<file path="config.mk">
export PLATFORM = sky130hd
export DESIGN_NAME = crc_frame_ctrl
export DESIGN_NICKNAME = d
export VERILOG_FILES = /design/src/rtl/crc_pkg.sv /design/src/rtl/crc_frame_ctrl_lfsr.sv /design/src/rtl/crc_frame_ctrl.sv
export SDC_FILE = /design/constraint.sdc
export NUM_CORES = 1
export LEC_CHECK = 0
export CAP_MARGIN = 30
export CORE_UTILIZATION = 50
export DETAILED_ROUTE_END_ITERATION = 6
export PLACE_DENSITY = 0.76
export SLEW_MARGIN = 15
export SYNTH_ARGS = -nofsm -noshare
export SYNTH_HDL_FRONTEND = slang
export SYNTH_HIERARCHICAL = 1
export SYNTH_SLANG_ARGS = --single-unit
</file>
<file path="constraint.sdc">
create_clock -name clk -period 3.5 [get_ports clk]
set_clock_uncertainty 0.15 [all_clocks]
set_input_delay 1.05 -clock clk [delete_from_list [all_inputs] [get_ports clk]]
set_output_delay 1.05 -clock clk [all_outputs]
set_load 0.05 [all_outputs]
</file>
<file path="src/rtl/crc_pkg.sv">
// crc_pkg: shared types and defaults for the CRC-8 frame controller
package crc_pkg;
   localparam int CRC_W = 8;
   localparam logic [CRC_W-1:0] DEF_POLY = 8'h1D;
   localparam logic [CRC_W-1:0] DEF_INIT = 8'h00;
   typedef enum logic [1:0] {IDLE, SHIFT, DONE} state_t;
endpackage

</file>
<file path="src/rtl/crc_frame_ctrl_lfsr.sv">
// crc8_lfsr: serial CRC LFSR, one message bit per enabled clock
module crc8_lfsr
   import crc_pkg::*;
#(
   parameter logic [CRC_W-1:0] POLY = DEF_POLY,
   parameter logic [CRC_W-1:0] INIT = DEF_INIT
) (
   input  logic             clk,
   input  logic             reset_n,
   input  logic             clr,
   input  logic             en,
   input  logic             bit_in,
   output logic [CRC_W-1:0] crc
);
   logic [CRC_W-1:0] crc_q, crc_d;
   logic inv;
   always_comb begin
      inv = bit_in ^ crc_q[CRC_W-1];
      crc_d = clr ? INIT
            : en ? ({crc_q[CRC_W-2:0], inv} ^ ({POLY[CRC_W-1:1], 1'b0} & {CRC_W{inv}}))
            : crc_q;
   end
   always_ff @(posedge clk or negedge reset_n)
      if (!reset_n) crc_q <= INIT;
      else crc_q <= crc_d;
   assign crc = crc_q;
endmodule

</file>
<file path="src/rtl/crc_frame_ctrl.sv">
// crc_frame_ctrl: byte-stream CRC-8 frame sequencer; CRC_CHECK_EN adds crc_ok output
module crc_frame_ctrl
   import crc_pkg::*;
#(
   parameter logic [CRC_W-1:0] POLY      = DEF_POLY,
   parameter logic [CRC_W-1:0] INIT      = DEF_INIT,
   parameter bit               LSB_FIRST = 1'b0
) (
   input  logic             clk,
   input  logic             reset_n,
   input  logic [CRC_W-1:0] in_data,
   input  logic             in_valid,
   input  logic             in_last,
   output logic             in_ready,
   output logic [CRC_W-1:0] crc_data,
   output logic             crc_valid,
   input  logic             crc_ready,
`ifdef CRC_CHECK_EN
   output logic             crc_ok,
`endif
   output logic             busy
);
   state_t state_q, state_d;
   logic [2:0] cnt_q, cnt_d;
   logic [CRC_W-1:0] sh_q, sh_d;
   logic last_q, last_d;
   logic accept, clr, en, bit_in, end_byte;
   always_comb begin
      end_byte = state_q == SHIFT && cnt_q == 3'd7;
      // a follow-on byte may load on the final bit slot so frames stream at 8 cycles/byte
      in_ready = state_q == IDLE || (end_byte && !last_q);
      accept = in_valid && in_ready;
      crc_valid = state_q == DONE;
      clr = crc_valid && crc_ready;
      en = state_q == SHIFT;
      busy = state_q != IDLE;
      bit_in = LSB_FIRST ? sh_q[cnt_q] : sh_q[3'd7 - cnt_q];
      sh_d = accept ? in_data : sh_q;
      last_d = accept ? in_last : last_q;
      cnt_d = accept ? 3'd0 : en ? cnt_q + 3'd1 : cnt_q;
      state_d = accept ? SHIFT
              : clr ? IDLE
              : end_byte ? (last_q ? DONE : IDLE)
              : state_q;
   end
   always_ff @(posedge clk or negedge reset_n)
      if (!reset_n) begin
         state_q <= IDLE;
         cnt_q <= '0;
         sh_q <= '0;
         last_q <= 1'b0;
      end else begin
         state_q <= state_d;
         cnt_q <= cnt_d;
         sh_q <= sh_d;
         last_q <= last_d;
      end
   crc8_lfsr #(.POLY(POLY), .INIT(INIT)) u_lfsr (
      .clk(clk), .reset_n(reset_n), .clr(clr), .en(en), .bit_in(bit_in), .crc(crc_data)
   );
`ifdef CRC_CHECK_EN
   assign crc_ok = crc_valid && crc_data == '0;
`endif
endmodule
</file>
==> impl_metrics.tcl, run 1 <==
set metrics [dict create \
    root_buffer "clkbuf_4" \
    area_growth_pct 27.33 \
    vias_per_cell 5.389 \
    syn_area_per_cell_um2 11.55 \
    rsz0062_at_grt "no" \
    worstPathRequired_ns 2.30 \
    tns_ns 0 \
    endpoint_kind "output pin" \
    synth-seq-cells 22 \
    cts-buffers-inserted 3 \
    fin_crit_sh_pct 88.39 \
    critPathArrivalTime_ns 1.89 \
    finalSetupViolCount 0 \
    grt_max_degree 23 \
    hold-path-cell-count 1 \
    fmax_ghz 0.3232 \
    r2r_slack_ns 1.40 \
    drt-total-wl_um 1868 \
    power_frac_clock_pct 10.7 \
    place_area_um2 1314 \
    r2r_cells 5 \
    fin_crit_ns 3.094 \
    critPathMaxStageDelay_ns 0.47 \
    sequentialPowerShare_pct 36.2 \
    synth_seq_area_share_pct 51.83 \
    maxCapViolations 0 \
    ys_types 25 \
    p_switching_uw 564.7 \
    diodes 0 \
    p_leak_uw 0.0005977 \
    syn_nets 107 \
    num_io_pins 24 \
    crit_fanout 4 \
    worst_pin_slew_ns 0.5757 \
    drc 0 \
    p_int_uw 728.4 \
    grt.busiest_layer "met2" \
    relSlewSlack_pct 61.62 \
    drv_slew 0 \
    htreeDepth 1 \
    clock_sinks 22 \
    antenna_left 0 \
    critPathKind "reg -> out" \
    final_hold_viol_count 0 \
    syn_area_um2 1062 \
    status "complete, no violations" \
    die-area_um2 2313 \
    reg2reg_from "cnt_q[0]" \
    use_met1_pct 22.46 \
    std_cell_rows 16 \
    nets 133 \
    via_count 776 \
    peakVddDrop_mv 0.5104 \
    dieWidth_um 48.09 \
    mostFrequentLayoutCells "22 x dfrtp_1, 22 x clkdlybuf4s50_1, 12 x nor2_1" \
    start_util_pct 53.60 \
    cpMostUsedCell "ha_1" \
    grt_util_met2_pct 34.59 \
    power_density_nw_per_um2 956.1 \
    grtUsageTotal_pct 19.54 \
    hold_end "sh_q[4]" \
    tritoncts "built" \
    grt_pass1_wl_um 3077 \
    drive_gt1_share_pct 15.38 \
    crit_slowest_cell "dfrtp_1" \
    hold_class "reg -> reg" \
    core_area_um2 1982 \
    dpl.hpwl_um 1381 \
    r2r_end "sh_q[3]" \
    grt_pass1_vias 748 \
    dr.pass1.iters 4 \
    die_height_um 48.09 \
    routedWlPerCell_um 12.97 \
    clockBufferDepth 2 \
    min-delay-start "sh_q[4]" \
    grt_use_met3_pct 3.704 \
    place_congestion 0.7674 \
    syn_inst 92 \
    antenna_found_initial 0 \
    cp-start-kind "flip-flop" \
    io_buffers 23 \
    crit_chain "ha_1, ha_1, nand2b_1, a21oi_1, dlymetal6s2s_1" \
    grt.overflow.total 0 \
    yosys_warnings 6 \
    pwr-share-comb_pct 53.2 \
    p_sw_share_pct 43.67 \
    clkTransAtPathRegs_ns 0.12 \
    final_area_um2 1353 \
    drtIter0Drc 15 \
    clk_latency_ns 0.30 \
]
-- cell families (layout without fill, tap and decap cells) --
logic type,Yosys count,count (layout),synth area share (%)
XOR/XNOR,2,2,2.356
adder cells (fa/ha/maj),2,2,2.355
AO/OA/AOI/OAI,13,13,7.539
flip-flops,22,22,51.83
AND/OR/NAND/NOR,31,31,14.37
buffers and inverters,7,32,3.297
multiplexers,15,15,18.26
-- timing repair --
action	4_1_cts	5_1_grt
hold buffers	0	0
endpoints found under the setup margin	0	1
buffers inserted	0	0
resized for setup	0	1
-- per-stage QoR --
stage               worst slack (ns)  total power (uW)  cells  util, %  hold WS [ns]
finish                        0.4063              1293    144    68.24        0.3624
global route                  0.2887              1392    144    68.24        0.3936
floorplan                     0.6780             977.0     92        -        0.3218
detailed placement            0.3686              1165    140    66.29        0.3420
CTS                          0.01837              1306    144    68.12        0.3708
global placement              0.4849              1137    140    66.29        0.3359
-- registers in the layout (all words and copies together), names as in the netlist --
name / cells
cnt_q: 3
state_q: 2
u_lfsr/crc: 8
last_q: 1
sh_q: 8
-- worst max path at each step --
stage / slack, ns / depth (start not counted) / end / from
finish: 0.41 / 5 / in_ready / cnt_q[0]
global route: 0.29 / 5 / in_ready / cnt_q[0]
CTS: 0.02 / 5 / in_ready / cnt_q[0]
detailed placement: 0.37 / 5 / in_ready / cnt_q[0]
global placement: 0.48 / 5 / in_ready / cnt_q[0]
floorplan: 0.68 / 4 / in_ready / cnt_q[0]
-- power groups by stage --
stage               clock [uW]  combinational, uW  sequential [uW]
global route               151                752              489
global placement             0                671              467
CTS                        144                694              468
finish                     138                687              468
floorplan                    0                402              575
detailed placement           0                690              475
-- critical path, delay by kind of cell, from the launching register on --
kind	cells	cell delay (ns)
AO/OA/AOI/OAI	1	0.19
adder cells (fa/ha/maj)	2	0.39
buffers and inverters	1	0.44
flip-flops	1	0.47
AND/OR/NAND/NOR	1	0.11
-- layer usage --
| layer | share of wire [%] | wire [um] | vias to the layer above |
|---|---|---|---|
| li1 | - | - | 376 |
| met1 | 43 | 807 | 367 |
| met2 | 50 | 935 | 25 |
| met3 | 3.7 | 70 | 8 |
| met4 | 2.9 | 55 | 0 |
| met5 | 0 | 0 | - |
-- area by class of cell --
cell class,instances,area (um^2)
fillers,143,629.4
flip-flops and latches,22,550.5
multi-input cells,63,476.7
repair buffers,24,240.2
clock buffers,4,36.28
well taps,27,33.78
inverters,4,15.01
-- cells in the mapped netlist --
cell       n  area share, %
dfrtp_1   22             52
nor2_1    12            4.2
mux2_2     9            9.5
nand2_1    6            2.1
a21oi_1    5            2.4
inv_1      4            1.4
mux2i_1    4            3.8
nand2b_1   4            2.4
nand3_1    3            1.4
nand3b_1   3            2.1
o21ai_0    3            1.4
buf_4      2            1.4
ha_1       2            2.4
mux4_1     2            4.9
a21oi_2    1           0.82
and3_1     1           0.59
buf_2      1           0.47
nor3_2     1           0.94
o211ai_1   1           0.71
o221ai_1   1           0.82
o22ai_1    1           0.59
o311ai_1   1           0.82
or2_2      1           0.59
xnor2_1    1           0.82
xor2_2     1            1.5
Note: power is estimated with default switching activity, not from simulation.
==> run 2: changes to the inputs <==
--- a/config.mk
+++ b/config.mk
@@ -6,9 +6,9 @@
 export NUM_CORES = 1
 export LEC_CHECK = 0
 export CAP_MARGIN = 30
-export CORE_UTILIZATION = 50
+export CORE_UTILIZATION = 45
 export DETAILED_ROUTE_END_ITERATION = 6
-export PLACE_DENSITY = 0.76
+export PLACE_DENSITY = 0.69
 export SLEW_MARGIN = 15
 export SYNTH_ARGS = -nofsm -noshare
 export SYNTH_HDL_FRONTEND = slang
==> run 2 against run 1 <==
Cell area about the same. Via count down 2.3%. Hold slack improved by 0.0014 ns. Combinational power decreased by 0.6%. First-iteration DRC count fell by 47%. Critical endpoint unchanged.
==> impl_metrics.tcl, run 2 (same netlist as run 1, synthesis figures left out) <==
set metrics [dict create \
    reg2reg_from "cnt_q[0]" \
    fin_crit_sh_pct 86.27 \
    grt.busiest_layer "met2" \
    crit_fanout 4 \
    use_met1_pct 19.96 \
    hold_class "reg -> reg" \
    grt_use_met3_pct 4.545 \
    std_cell_rows 17 \
    worstPathRequired_ns 2.30 \
    die_height_um 50.59 \
    antenna_left 0 \
    start_util_pct 48.02 \
    place_congestion 0.7054 \
    p_leak_uw 0.0005977 \
    fmax_ghz 0.3312 \
    critPathMaxStageDelay_ns 0.44 \
    endpoint_kind "output pin" \
    routedWlPerCell_um 12.53 \
    grt_pass1_vias 683 \
    cp-start-kind "flip-flop" \
    maxCapViolations 0 \
    clkTransAtPathRegs_ns 0.12 \
    drive_gt1_share_pct 15.38 \
    grt_max_degree 23 \
    grtUsageTotal_pct 17.23 \
    layout.area.seq_um2 550.5 \
    dpl.hpwl_um 1355 \
    cts-buffers-inserted 3 \
    cp_top_family "flip-flops" \
    drt-total-wl_um 1817 \
    drc 0 \
    final_hold_viol_count 0 \
    die-area_um2 2559 \
    multiInputGateArea_um2 476.7 \
    tritoncts "built" \
    critPathArrivalTime_ns 1.82 \
    antenna_found_initial 0 \
    core_area_um2 2212 \
    drv_slew 0 \
    power_density_nw_per_um2 950.5 \
    postCtsSetupBuffers 0 \
    relSlewSlack_pct 60.30 \
    grt_pass1_wl_um 3118 \
    tns_ns 0 \
    crit_chain "ha_1, ha_1, nand2b_1, a21oi_1, dlymetal6s2s_1" \
    nets 133 \
    dieWidth_um 50.59 \
    crit_start "cnt_q[0]" \
    finalSetupViolCount 0 \
    htreeDepth 1 \
    vias_per_cell 5.228 \
    area_growth_pct 27.44 \
    diodes 0 \
    post-place-cells 141 \
    grt.overflow.total 0 \
    clockBufferDepth 2 \
    via_count 758 \
    mostFrequentLayoutCells "22 x dfrtp_1, 22 x clkdlybuf4s50_1, 12 x nor2_1" \
    fillers 193 \
    cpMostUsedCell "ha_1" \
    clk_latency_ns 0.30 \
    worst-path-buf-inv 1 \
    clock_sinks 22 \
    fin_crit_ns 3.019 \
    dr.pass1.iters 4 \
    min-delay-start "sh_q[4]" \
    critPathKind "reg -> out" \
    status "complete, no violations" \
    num_io_pins 24 \
    rsz0062_at_grt "no" \
    layout.cells.non_filler 145 \
    crit_slowest_cell "dfrtp_1" \
    root_buffer "clkbuf_4" \
    peakVddDrop_mv 0.5345 \
    drtIter0Drc 8 \
    worst_pin_slew_ns 0.5955 \
    grt_util_met2_pct 29.33 \
    io_buffers 23 \
]
-- run 2: cell counts in the layout (fill, tap and decap cells not counted) --
No cell type changed its count.
-- run 2: worst register-to-register path: stages (launching register included) --
cell      delay, ns
dfrtp_1        0.44
ha_1           0.17
ha_1           0.20
nand2b_1       0.11
a21oi_2        0.49
mux2_2         0.41
-- run 2: metrics by stage --
stage	hold slack, ns	power [uW]	utilization, %	setup slack, ns	area, um^2
floorplan	0.3218	977.0	-	0.6780	1062
global placement	0.3412	1140	59.45	0.4784	1315
detailed placement	0.3395	1160	59.45	0.4342	1315
CTS	0.3684	1301	61.09	0.07220	1351
global route	0.4043	1383	61.20	0.3308	1354
finish	0.3638	1287	61.20	0.4807	1354
-- run 2: metal layers --
metal	wire, um	share of wire, %
met5	0	0
met4	14	0.77
met3	82	4.5
met2	897	49
met1	823	45
-- run 2: what timing repair did --
item | 4_1_cts | 5_1_grt
endpoints found under the setup margin | 0 | 1
gates resized for setup | 0 | 1
hold buffers | 0 | 0
-- run 2: cell type report --
| class | count | area share [%] |
|---|---|---|
| tap | 28 | 2.588 |
| multi-input combinational | 63 | 35.21 |
| clock buffer | 4 | 2.680 |
| timing repair buffer | 24 | 17.74 |
| sequential | 22 | 40.67 |
| inverter | 4 | 1.109 |
-- run 2: power breakdown --
part / total, uW / switching [uW] / internal [uW]
Clock: 138 / 74.8 / 63.5
Combinational: 683 / 391 / 292
Sequential: 465 / 92.9 / 372
Total: 1290 / 558 / 728
-- run 2: worst paths after layout --
kind / to / slack (ns) / depth (start not counted)
worst min-delay path: sh_q[4] / 0.36 / 1
min in group asynchronous: u_lfsr/crc[0] / 0.92 / 2
worst min register to register: sh_q[4] / 0.36 / 1
worst max register to register: sh_q[3] / 1.43 / 5
max in group asynchronous: u_lfsr/crc[7] / 2.05 / 2
worst max-delay path: in_ready / 0.48 / 5
==> run 3: changes to the inputs <==
--- a/config.mk
+++ b/config.mk
@@ -6,8 +6,10 @@
 export NUM_CORES = 1
 export LEC_CHECK = 0
 export CAP_MARGIN = 30
+export CORE_ASPECT_RATIO = 1.4
 export CORE_UTILIZATION = 45
 export DETAILED_ROUTE_END_ITERATION = 6
+export GPL_ROUTABILITY_DRIVEN = 0
 export PLACE_DENSITY = 0.69
 export SLEW_MARGIN = 15
 export SYNTH_ARGS = -nofsm -noshare
==> run 3 against run 2 <==
Clock-buffer cell count fell by 1. Total power decreased by 2.2%. Die area is 0.10% higher. Global-route usage rose by 0.086 points. Critical path depth did not move. Setup slack better by 0.035 ns. Cell area is 1.6% lower. Core utilization decreased by 0.69 points. Wire length increased by 1.4%. Critical path type unchanged. Critical endpoint unchanged. Highest routed layer unchanged.
==> impl_metrics.tcl, run 3 (same netlist as run 1, synthesis figures left out) <==
set metrics [dict create \
    status "complete, no violations" \
    clkTransAtPathRegs_ns 0.11 \
    std_cell_rows 20 \
    dr.pass1.iters 4 \
    grt_pass1_wl_um 3249 \
    worstPathRequired_ns 2.30 \
    fin_ws_ns 0.5158 \
    crit_end "in_ready" \
    dpl.hpwl_um 1384 \
    hold_class "reg -> reg" \
    grtUsageTotal_pct 17.31 \
    drive_gt1_share_pct 14.66 \
    worst_pin_slew_ns 0.5812 \
    p_leak_uw 0.0005905 \
    grt_max_degree 23 \
    tns_ns 0 \
    final_hold_viol_count 0 \
    mostFrequentLayoutCells "22 x dfrtp_1, 22 x clkdlybuf4s50_1, 12 x nor2_1" \
    fin_crit_sh_pct 85.26 \
    diodes 0 \
    grt.overflow.total 0 \
    peakVddDrop_mv 0.4373 \
    clock_sinks 22 \
    drtIter0Drc 9 \
    crit_start "cnt_q[0]" \
    cp-start-kind "flip-flop" \
    core_area_um2 2202 \
    dieWidth_um 43.06 \
    cts-buffers-inserted 3 \
    hold_slack_ns 0.3614 \
    relSlewSlack_pct 61.26 \
    fin_crit_ns 2.984 \
    drc 0 \
    clockBufferDepth 2 \
    die-area_um2 2561 \
    routedWlPerCell_um 13.36 \
    pre_cts_ws_ns 0.4573 \
    maxCapViolations 0 \
    drt-total-wl_um 1843 \
    rsz0062_at_grt "no" \
    vias_per_cell 5.420 \
    power_density_nw_per_um2 944.5 \
    postCtsSetupBuffers 0 \
    drv_slew 0 \
    grt_pass1_vias 742 \
    finalSetupViolCount 0 \
    r2r_slack_ns 1.43 \
    clk_latency_ns 0.30 \
    critPathKind "reg -> out" \
    r2r_end "u_lfsr/crc[3]" \
    reg2reg_from "cnt_q[0]" \
    via_count 748 \
    die_height_um 59.49 \
    htreeDepth 1 \
    nets 133 \
    antenna_left 0 \
    area_growth_pct 25.44 \
    num_io_pins 24 \
    antenna_found_initial 0 \
    fmax_ghz 0.3351 \
    critPathArrivalTime_ns 1.78 \
    crit_fanout 4 \
    tritoncts "built" \
    root_buffer "clkbuf_4" \
    r2r_cells 5 \
    endpoint_kind "output pin" \
    start_util_pct 48.24 \
    io_buffers 23 \
]
## run 3: changes by cell type in the layout (fill, tap and decap cells not counted)
cell / change
clkbuf_8: -1
## run 3: metrics by stage
step	cells	instance area, um^2	utilization, %	power (uW)
floorplan	92	1062	-	977.0
detailed placement	135	1308	59.38	1162
global route	138	1333	60.51	1356
finish	138	1333	60.51	1259
CTS	138	1330	60.40	1275
global placement	135	1308	59.38	1143
## run 3: critical path, stage by stage (launching register included)
cell,delay (ns)
dfrtp_1,0.44
ha_1,0.17
ha_1,0.20
nand2b_1,0.11
a21oi_1,0.14
dlymetal6s2s_1,0.43
## run 3: final cells by class
cell class,count,area (um^2)
Sequential cell,22,550.5
Multi-Input combinational cell,63,476.7
Fill cell,183,869.6
Timing Repair Buffer,24,240.2
Inverter,4,15.01
Tap cell,22,27.53
Clock buffer,3,22.52
## run 3: where the power goes
group / leakage (uW) / internal (uW) / total [uW] / switching [uW]
Sequential: 0.000268 / 373 / 467 / 94.7
Clock: 0.0000138 / 40.1 / 109 / 69.2
Combinational: 0.000308 / 292 / 682 / 390
## run 3: timing repair
| action | in CTS | in global routing |
|---|---|---|
| resized for setup | 0 | 1 |
| setup endpoints to repair | 0 | 1 |
| endpoints found under the hold margin | 0 | 0 |
| hold buffers | 0 | 0 |
## run 3: how the worst min path moves through the flow
stage / to / startpoint / cells past startpoint / slack [ns]
3_3_place_gp: sh_q[7] / sh_q[7] / 1 / 0.34
4_1_cts: sh_q[6] / sh_q[6] / 1 / 0.37
2_1_floorplan: sh_q[4] / sh_q[4] / 1 / 0.32
5_1_grt: sh_q[7] / sh_q[7] / 1 / 0.39
6_report: sh_q[6] / sh_q[6] / 1 / 0.36
3_5_place_dp: sh_q[6] / sh_q[6] / 1 / 0.34
## run 3: per-layer routing
metal	global-route usage (%)	up-vias	part of all wire, %
li1	-	372	-
met1	20.59	362	43
met2	29.87	12	54
met3	2.744	2	2.4
met4	9.091	0	0.92
met5	0	-	0
